[config.mk]
export PLATFORM = sky130hd
export DESIGN_NAME = plusarg_watchdog
export DESIGN_NICKNAME = d
export VERILOG_FILES = /design/src/rtl/plusarg_watchdog_pkg.sv /design/src/rtl/plusarg_watchdog_chan.sv /design/src/rtl/plusarg_watchdog.sv
export SDC_FILE = /design/constraint.sdc
export NUM_CORES = 1
export LEC_CHECK = 0
export ABC_AREA = 1
export BUFFER_PORTS_ARGS = -buffer_cell sky130_fd_sc_hd__buf_2
export CELL_PAD_IN_SITES_DETAIL_PLACEMENT = 1
export CELL_PAD_IN_SITES_GLOBAL_PLACEMENT = 1
export CORE_MARGIN = 2
export CORE_UTILIZATION = 46
export CTS_BUF_LIST = sky130_fd_sc_hd__clkbuf_8 sky130_fd_sc_hd__clkbuf_16
export DETAILED_ROUTE_END_ITERATION = 10
export PLACE_DENSITY_LB_ADDON = 0.1
export SLEW_MARGIN = 20
export SYNTH_ARGS = -nofsm -noshare
export SYNTH_HDL_FRONTEND = slang
export SYNTH_SLANG_ARGS = --single-unit
[constraint.sdc]
create_clock -name clock -period 6.5 [get_ports clock]
set_input_delay 0 -clock clock [delete_from_list [all_inputs] [get_ports clock]]
set_output_delay 0 -clock clock [all_outputs]
set_load 0.02 [all_outputs]
[src/rtl/plusarg_watchdog_pkg.sv]
// Shared types and helpers for the multi-channel forward-progress watchdog.
// Contents: watchdog state enum, saturating increment, lowest-set-bit encoder.
package plusarg_watchdog_pkg;

  // Widest counter supported by the saturating-increment helper.
  localparam int unsigned SAT_MAX_W = 64;

  typedef enum logic [1:0] {
    WD_DISABLED = 2'd0,
    WD_ARMED    = 2'd1,
    WD_FIRED    = 2'd2
  } wd_state_e;

  // Increment val, holding at the all-ones value of a width-bit counter.
  function automatic logic [SAT_MAX_W-1:0] sat_inc(input logic [SAT_MAX_W-1:0] val,
                                                   input int unsigned width);
    logic [SAT_MAX_W-1:0] ones;
    ones = {SAT_MAX_W{1'b1}} >> (SAT_MAX_W - width);
    return (val == ones) ? val : val + SAT_MAX_W'(1);
  endfunction

  // Index of the lowest set bit; 0 when vec is empty.
  function automatic int lowest_set(input logic [31:0] vec);
    int idx;
    idx = 0;
    for (int i = 31; i >= 0; i--) begin
      if (vec[i]) idx = i;
    end
    return idx;
  endfunction

endpackage

[src/rtl/plusarg_watchdog_chan.sv]
// One watchdog channel: stall counter plus expiry compare against the latched limit.
// Ports:
//   clock, reset_n        - clock and synchronous active-low reset
//   enable                - global arm; counter held at 0 while low
//   busy, progress        - channel has outstanding work / made forward progress
//   clear                 - zeroes the counter
//   limit_q               - latched stall limit (0 disables expiry)
//   cnt                   - registered stall count
//   expired_c             - combinational: busy, no progress, and cnt reached limit_q
module plusarg_watchdog_chan
  import plusarg_watchdog_pkg::*;
#(
  parameter int unsigned CNT_WIDTH = 32
) (
  input  logic                 clock,
  input  logic                 reset_n,
  input  logic                 enable,
  input  logic                 busy,
  input  logic                 progress,
  input  logic                 clear,
  input  logic [CNT_WIDTH-1:0] limit_q,
  output logic [CNT_WIDTH-1:0] cnt,
  output logic                 expired_c
);

  // Stall counter: any reason not to be stalling restarts the count.
  always_ff @(posedge clock) begin
    if (!reset_n) begin
      cnt <= '0;
    end else if (!enable || !busy || progress || clear) begin
      cnt <= '0;
    end else begin
      cnt <= CNT_WIDTH'(sat_inc(SAT_MAX_W'(cnt), CNT_WIDTH));
    end
  end

  // Progress in the same cycle suppresses expiry.
  assign expired_c = busy && !progress && (cnt >= limit_q) && (limit_q != '0);

endmodule

[src/rtl/plusarg_watchdog.sv]
// Multi-channel forward-progress watchdog with a limit latched once after reset.
// Optional macro PLUSARG_WATCHDOG_FATAL_EN: in simulation, end the run with
// $fatal (channel, limit, cycle count) on entry to the fired state.
// Ports:
//   clock, reset_n  - clock and synchronous active-low reset
//   limit           - stall limit in cycles (0 disables), captured once after reset
//   enable          - global arm
//   busy, progress  - per-channel outstanding work / forward-progress pulse
//   clear           - acknowledge a timeout and re-arm; always zeroes counters
//   timeout         - sticky timeout flag
//   timeout_id      - lowest-index channel that expired, valid while timeout is high
//   stall_max       - maximum of the previous cycle's stall counts
module plusarg_watchdog
  import plusarg_watchdog_pkg::*;
#(
  parameter int unsigned CHANNELS  = 4,
  parameter int unsigned CNT_WIDTH = 32,
  parameter int unsigned ID_WIDTH  = (CHANNELS > 1) ? $clog2(CHANNELS) : 1
) (
  input  logic                 clock,
  input  logic                 reset_n,
  input  logic [CNT_WIDTH-1:0] limit,
  input  logic                 enable,
  input  logic [CHANNELS-1:0]  busy,
  input  logic [CHANNELS-1:0]  progress,
  input  logic                 clear,
  output logic                 timeout,
  output logic [ID_WIDTH-1:0]  timeout_id,
  output logic [CNT_WIDTH-1:0] stall_max
);

  wd_state_e            state;
  logic [CNT_WIDTH-1:0] limit_q;
  logic                 limit_vld;
  logic [CNT_WIDTH-1:0] cnt [CHANNELS];
  logic [CHANNELS-1:0]  expired_c;
  logic [CNT_WIDTH-1:0] max_c;
  logic                 fire_c;

  // Limit comes from a static plusarg, so it is sampled once per reset release.
  always_ff @(posedge clock) begin
    if (!reset_n) begin
      limit_q   <= '0;
      limit_vld <= 1'b0;
    end else if (!limit_vld) begin
      limit_q   <= limit;
      limit_vld <= 1'b1;
    end
  end

  for (genvar g = 0; g < CHANNELS; g++) begin : g_chan
    plusarg_watchdog_chan #(
      .CNT_WIDTH(CNT_WIDTH)
    ) u_chan (
      .clock    (clock),
      .reset_n  (reset_n),
      .enable   (enable),
      .busy     (busy[g]),
      .progress (progress[g]),
      .clear    (clear),
      .limit_q  (limit_q),
      .cnt      (cnt[g]),
      .expired_c(expired_c[g])
    );
  end

  // Clear beats a simultaneous expiry, so a fresh stall must re-count.
  assign fire_c = (state == WD_ARMED) && enable && !clear && (|expired_c);

  // Watchdog FSM; timeout and timeout_id only change on entry to / exit from FIRED.
  always_ff @(posedge clock) begin
    if (!reset_n) begin
      state      <= WD_DISABLED;
      timeout    <= 1'b0;
      timeout_id <= '0;
    end else begin
      case (state)
        WD_DISABLED: begin
          if (enable && (limit_q != '0)) state <= WD_ARMED;
        end
        WD_ARMED: begin
          if (!enable) begin
            state <= WD_DISABLED;
          end else if (fire_c) begin
            state      <= WD_FIRED;
            timeout    <= 1'b1;
            timeout_id <= ID_WIDTH'(lowest_set(32'(expired_c)));
          end
        end
        WD_FIRED: begin
          if (clear) begin
            state   <= WD_ARMED;
            timeout <= 1'b0;
          end
        end
        default: begin
          state   <= WD_DISABLED;
          timeout <= 1'b0;
        end
      endcase
    end
  end

  // Largest current stall count across channels.
  always_comb begin
    max_c = '0;
    for (int i = 0; i < int'(CHANNELS); i++) begin
      if (cnt[i] > max_c) max_c = cnt[i];
    end
  end

  always_ff @(posedge clock) begin
    if (!reset_n) stall_max <= '0;
    else          stall_max <= max_c;
  end

`ifdef PLUSARG_WATCHDOG_FATAL_EN
`ifndef SYNTHESIS
  logic [63:0] cycle_cnt;

  always_ff @(posedge clock) begin
    if (!reset_n) cycle_cnt <= '0;
    else          cycle_cnt <= cycle_cnt + 64'd1;
  end

  // Stop the simulation at the edge that enters FIRED.
  always_ff @(posedge clock) begin
    if (reset_n && fire_c) begin
      $fatal(1, "plusarg_watchdog: channel %0d stalled, limit %0d, cycle %0d",
             lowest_set(32'(expired_c)), limit_q, cycle_cnt);
    end
  end
`endif
`else
  // Without the macro the timeout is reported through the outputs only.
`endif

endmodule

==> impl_metrics.csv, run 1 <==
group,metric,value,unit
outcome,outcome,"finished with violations",
outcome,violations,"setup timing",
global_routing,antenna_found_initial,2,
logic_synthesis,synth_enable_flop_cells,0,
floorplan,dieArea,35000,um2
worst_setup_path,crit_fanout,9,
timing,timing.final.max_slew_violations,0,
logic_synthesis,ys_ff_latch,198,
logic_synthesis,ys_types,51,
worst_setup_path,required,6.88,ns
timing,timing.slew.headroom,41.7,%
global_routing,grt_pass1_wl,96900,um
global_routing,grt_pass1_vias,17984,
min_path,hold_class,"input port to register",
layout,fin_area,19900,um2
drt,routed_wl,69900,um
timing,setup_viol,32,
power,pwr-share-seq,39.2,%
layout,final_util,59.9,%
clock_tree,cts_buffers,17,
power,combPwrFrac,25.6,%
timing,rsz0062_at_grt,"true",
worst_setup_path,slowest_delay,0.33,ns
power,power_switching,1.09,mW
clock_tree,htree_levels,4,
logic_synthesis,synthCells,2271,
drt,firstDrtPassIters,5,
layout,fillers,4286,
drt,vias,18006,
global_routing,grt_usage,35.2,%
logic_synthesis,netlist_area,15400,um2
timing,fin_crit_sh,105,%
placement,dpl-instance-area,17300,um2
logic_synthesis,avgSynthCellArea,6.79,um2
drt,wire_per_inst,23.2,um
drt,drcViolationCount,0,
worst_setup_path,crit_slowest_cell,"dfxtp_2",
clock_tree,ctsRootBufferMaster,"clkbuf_16",
placement,place_congestion,0.945,
clock_tree,path_clk_slew,0.08,ns
power,p_per_area,164,nW/um2
global_routing,grt_max_degree,70,
clock_tree,cts_max_path_buffers,2,
job,cap_violations,0,
drt,ant_nets,0,
logic_synthesis,yosysSeqAreaShare,25.7,%
timing,fin_skew,0.0166,ns
worst_setup_path,cp-end-kind,"register",
worst_setup_path,critPathMostFrequentCell,"nand2_1",
placement,hpwl,46400,um
clock_tree,cts_sinks,198,
worst_setup_path,arrival,7.19,ns
logic_synthesis,synthArstFlopShare,0,%
floorplan,die_y,187,um
worst_setup_path,cp-start-kind,"register",
global_routing,globalRoute.totalOverflow,0,
logic_synthesis,synth_warnings,0,
layout,syn_to_final_growth,29.4,%
drt,drt_iter0_drc,1243,
power,leakagePower,10.1,nW
timing,tns,-6.38,ns
power,pwr-share-clk,35.2,%
floorplan,core_area,33300,um2
floorplan,start_util,46.3,%
power,ir_worst_vdd,215,uV
timing,fin_crit,6.82,ns
power,p_sw_share,33.4,%
timing,tightestPinTransition,0.867,ns
floorplan,num_rows,67,
layout,stdcell_count,3019,
logic_synthesis,synth_ff_type,"dfxtp_1",
clock_tree,clkLatencyLatePin,0.49,ns
timing,fmax,0.147,GHz
timing,hold_violations,0,
placement,post-place-ws,-0.404,ns
layout,drive_above_1_share,20.2,%
power,cell_internal_pwr,2.18,mW
power,finalPower,3.27,mW
floorplan,dieWidth,187,um
placement,io_buffers,78,
placement,placed_cells,2900,
worst_setup_path,worst-setup-path-type,"register to register",
timing,timing.hold.ws,0.0450,ns
clock_tree,cts_tree,"built",
layout,nets,2828,
logic_synthesis,synth_nets,2543,
timing,setup_slack,-0.316,ns
drt,viasPerCell,5.96,
floorplan,top_level_ports,79,
[power by group through the flow]
stage,logic (mW),clock network [mW],registers [mW]
floorplan,0.300,0,1.35
global placement,0.491,0,1.31
detailed placement,0.517,0,1.31
CTS,0.653,1.15,1.28
global route,0.874,1.19,1.29
finish,0.836,1.15,1.28
[worst paths after layout]
kind	start	to	slack [ns]	cells after the start
worst max-delay path	g_chan[0].u_chan.cnt[1]	stall_max[1]	-0.32	51
worst max register to register	g_chan[0].u_chan.cnt[1]	stall_max[1]	-0.32	51
worst min register to register	timeout	timeout	0.48	2
worst min-delay path	enable	state[0]	0.05	6
[final cells by class]
| cell class | count | area (um2) | area share (%) |
|---|---|---|---|
| Antenna cell | 2 | 5.00 | 0.0251 |
| Multi-Input combinational cell | 1630 | 10700 | 53.7 |
| Tap cell | 448 | 561 | 2.81 |
| Timing Repair Buffer | 310 | 2620 | 13.1 |
| Clock buffer | 17 | 425 | 2.13 |
| Clock inverter | 15 | 166 | 0.835 |
| Inverter | 399 | 1500 | 7.51 |
| Sequential cell | 198 | 3970 | 19.9 |
[flip-flops by register name, summed over array words and instances (netlist names)]
name	flops
g_chan.u_chan.cnt	128
limit_q	32
limit_vld	1
stall_max	32
state	2
timeout	1
timeout_id	2
[layout by cell type (no fill, tap or decap), types with 5 or more instances in the layout]
cell type and n:
inv_1 384, o21ai_2 27, nand3_1 133, and2_4 12, nand2_2 30, nand2_4 13
o21ai_4 7, xor2_1 18, o31ai_1 8, buf_2 78, nor3_1 55, nand3_2 23
a211oi_1 7, ha_1 204, a211oi_2 6, nor2_1 139, a31oi_1 9, a21oi_2 10
nand3b_1 5, and2_1 18, nand4_1 56, clkbuf_16 25, nor3_2 9, o21a_1 10
buf_4 163, o21ai_1 24, buf_12 12, a21oi_1 179, buf_6 10, nor2_2 5
ha_4 21, dfxtp_1 195, o21ai_0 127, o221ai_1 6, inv_2 13, nand2_1 385
inv_6 5, dlygate4sd3_1 35, nor4_1 26
[kinds of logic (layout without fill, tap and decap cells)]
family / after synthesis / count (layout) / share of synthesized area [%]
AOI/OAI and AO/OA: 439 / 439 / 15.4
xor gates and xnor gates: 20 / 20 / 1.14
adders and majority gates: 228 / 228 / 18.5
buffers and inverters: 445 / 741 / 11.3
DFF: 198 / 198 / 25.7
other: 0 / 2 / 0
and+or+nand+nor: 941 / 943 / 28.0
[worst max-delay path: cells and delay by family (launching register included)]
family          cells  cell delay [ns]
buf+inv            10             1.27
fa+ha+maj           4             0.92
flops               1             0.33
simple gates       27             2.68
compound gates     10             1.47
[cell usage after synthesis, drive strengths merged, types with 9 or more instances]
cell type / number / share of area, %
buf: 14 / 0.76
a21oi: 191 / 6.2
xor2: 18 / 1.0
nor4: 32 / 1.5
nand2: 429 / 11
clkbuf: 32 / 0.78
nor2: 146 / 3.6
and2: 30 / 1.2
a211oi: 13 / 0.63
o21a: 10 / 0.49
ha: 228 / 19
nand3: 158 / 5.2
a31oi: 9 / 0.37
inv: 397 / 9.7
nor3: 65 / 2.3
o21ai: 185 / 6.1
nand4: 59 / 2.5
dfxtp: 198 / 26
[routing by layer]
metal	routed length (um)	track usage, %	vias up	share of wire [%]
li1	-	-	8178	-
met1	27700	42.5	8781	40
met2	33700	61.8	764	48
met3	3950	3.56	283	5.6
met4	4520	18.6	0	6.5
met5	0	0	-	0
[timing repair]
action / 4_1_cts / 5_1_grt
endpoints found under the setup margin: 32 / 32
gates resized for setup: 74 / 216
buffers inserted: 15 / 22
pin swaps: 18 / 55
cloned: 7 / 10
hold endpoints to repair: 34 / 0
hold buffers: 35 / 0
Note: power is estimated with default switching activity, not from simulation.
==> inputs of run 2 (changes only) <==
--- a/config.mk
+++ b/config.mk
@@ -14,7 +14,7 @@
 export CTS_BUF_LIST = sky130_fd_sc_hd__clkbuf_8 sky130_fd_sc_hd__clkbuf_16
 export DETAILED_ROUTE_END_ITERATION = 10
 export PLACE_DENSITY_LB_ADDON = 0.1
-export SLEW_MARGIN = 20
 export SYNTH_ARGS = -nofsm -noshare
 export SYNTH_HDL_FRONTEND = slang
 export SYNTH_SLANG_ARGS = --single-unit
+export TNS_END_PERCENT = 1
==> impl_metrics.csv, run 2 (synthesis results as in run 1) <==
group,metric,value,unit
power,power_switching,1.08,mW
timing,fmax,0.141,GHz
layout,final_util,59.1,%
timing,timing.hold.ws,0.0508,ns
placement,dpl-instance-area,17300,um2
global_routing,grt_max_degree,70,
drt,viasPerCell,5.96,
layout,drive_above_1_share,18.6,%
floorplan,top_level_ports,79,
global_routing,grt_pass1_wl,94800,um
clock_tree,cts_sinks,198,
worst_setup_path,r2r_slack,-0.57,ns
worst_setup_path,critPathMostFrequentCell,"nand2_1",
min_path,hold_class,"input port to register",
min_path,whs_endpoint,"state[0]",
layout,syn_to_final_growth,27.7,%
floorplan,die_y,187,um
timing,timing.slew.headroom,46.1,%
worst_setup_path,cp-start-kind,"register",
layout,register_area,3970,um2
worst_setup_path,required,6.89,ns
clock_tree,clkLatencyLatePin,0.49,ns
drt,drt_iter0_drc,1213,
timing,tightestPinTransition,0.801,ns
layout,top_regs,"g_chan.u_chan.cnt: 128 flops, limit_q: 32 flops, stall_max: 32 flops",
placement,post-place-ws,-0.404,ns
power,leakagePower,10.0,nW
timing,hold_violations,0,
layout,fin_area,19700,um2
worst_setup_path,crit_fanout,8,
drt,vias,17953,
floorplan,num_rows,67,
drt,ant_nets,0,
global_routing,grt_pass1_vias,17705,
layout,nets,2818,
power,combPwrFrac,25.1,%
worst_setup_path,worst-setup-path-type,"register to register",
power,cell_internal_pwr,2.17,mW
global_routing,antenna_found_initial,4,
worst_setup_path,slowest_delay,0.57,ns
job,cap_violations,0,
timing,setup_slack,-0.572,ns
worst_setup_path,reg2reg_to,"stall_max[4]",
min_path,hold_depth,6,
drt,drcViolationCount,0,
power,finalPower,3.25,mW
placement,io_buffers,78,
layout,final_cell_mix,"nand2_1, inv_1, ha_1, dfxtp_1, a21oi_1",
clock_tree,htree_levels,4,
placement,hpwl,46400,um
power,p_sw_share,33.4,%
clock_tree,cts_max_path_buffers,2,
worst_setup_path,crit_start,"g_chan[0].u_chan.cnt[1]",
global_routing,grt_usage,34.4,%
power,ir_worst_vdd,222,uV
placement,place_congestion,0.945,
drt,routed_wl,70000,um
floorplan,start_util,46.3,%
min_path,hp-start,"enable",
power,pwr-share-clk,35.4,%
layout,multiInputGateArea,10500,um2
worst_setup_path,r2r_cells,42,
timing,fin_crit,7.07,ns
worst_setup_path,cp-end-kind,"register",
clock_tree,path_clk_slew,0.08,ns
clock_tree,cts_buffers,17,
floorplan,core_area,33300,um2
floorplan,dieArea,35000,um2
outcome,outcome,"finished with violations",
layout,fillers,4338,
timing,fin_skew,0.0155,ns
global_routing,globalRoute.totalOverflow,0,
layout,mostFrequentLayoutCell,"nand2_1",
layout,largest-register,"g_chan.u_chan.cnt",
power,pwr-share-seq,39.5,%
timing,timing.final.max_slew_violations,0,
timing,setup_viol,32,
clock_tree,cts_tree,"built",
worst_setup_path,arrival,7.46,ns
drt,firstDrtPassIters,7,
worst_setup_path,crit_slowest_cell,"or4_1",
clock_tree,ctsRootBufferMaster,"clkbuf_16",
power,p_per_area,165,nW/um2
worst_setup_path,r2r_start,"g_chan[0].u_chan.cnt[1]",
drt,wire_per_inst,23.2,um
floorplan,dieWidth,187,um
timing,rsz0062_at_grt,"true",
timing,fin_crit_sh,109,%
outcome,violations,"setup timing",
layout,largest_reg_flops,128,
[run 2: cell count changes in the layout (fill, tap and decap cells not counted), moves of 3 or more]
cell     before  now
buf_6        10    7
buf_4       163  157
o21ai_2      27   21
nand2_1     385  395
o21ai_1      24   20
and2_4       12    9
nand2_2      30   22
and2_1       18   21
ha_1        204  207
o21ai_4       7    4
o21ai_0     127  140
[run 2: area by class of cell]
cell class                 count  share of cell area [%]
clock inverter                15                   0.845
clock buffer                  17                    2.16
antenna                        4                  0.0508
timing repair buffer         300                    12.8
multi-input combinational   1630                    53.5
tap                          448                    2.85
inverter                     399                    7.61
sequential                   198                    20.2
[run 2: repair_timing]
item / 4_1_cts / 5_1_grt
hold endpoints to repair: 34 / 0
hold buffers: 35 / 0
cloned: 3 / 12
endpoints found under the setup margin: 32 / 32
resized for setup: 48 / 183
buffers inserted: 7 / 18
pin swaps: 16 / 67
[run 2: critical path, delay by kind of cell, from the launching register on]
kind	cells	cell delay (ns)
AO/OA/AOI/OAI	5	0.87
adder cells (fa/ha/maj)	4	1.01
buffers and inverters	13	1.69
flip-flops	1	0.33
AND/OR/NAND/NOR	20	3.05
[run 2: power by group through the flow]
stage	combinational, mW	sequential (mW)	clock, mW
after global routing	0.856	1.29	1.20
after CTS	0.598	1.28	1.15
after global placement	0.491	1.31	0
after detailed placement	0.517	1.31	0
final	0.817	1.28	1.15
after floorplan	0.300	1.35	0
[run 2: how the worst max path moves through the flow]
| stage | to | slack (ns) | cells past startpoint |
|---|---|---|---|
| after CTS | stall_max[1] | -0.1 | 48 |
| after global routing | stall_max[4] | -0.84 | 52 |
| final | stall_max[4] | -0.57 | 42 |
| after detailed placement | stall_max[10] | -0.40 | 46 |
| after floorplan | stall_max[16] | 0.62 | 49 |
| after global placement | stall_max[7] | -0.19 | 43 |
[run 2: layer usage]
| layer | vias to the layer above | part of all wire (%) | track usage, % |
|---|---|---|---|
| li1 | 8153 | - | - |
| met1 | 8739 | 39 | 42.3 |
| met2 | 759 | 48 | 60.1 |
| met3 | 302 | 5.8 | 3.26 |
| met4 | 0 | 6.5 | 16.7 |
| met5 | - | 0 | 0 |
[run 2: stage by stage]
stage                     setup TNS [ns]  instances
after floorplan                        0       2271
after global placement             -3.79       2900
after detailed placement           -9.21       2900
after CTS                          -1.82       2977
after global routing              -22.78       3011
final                             -14.00       3011
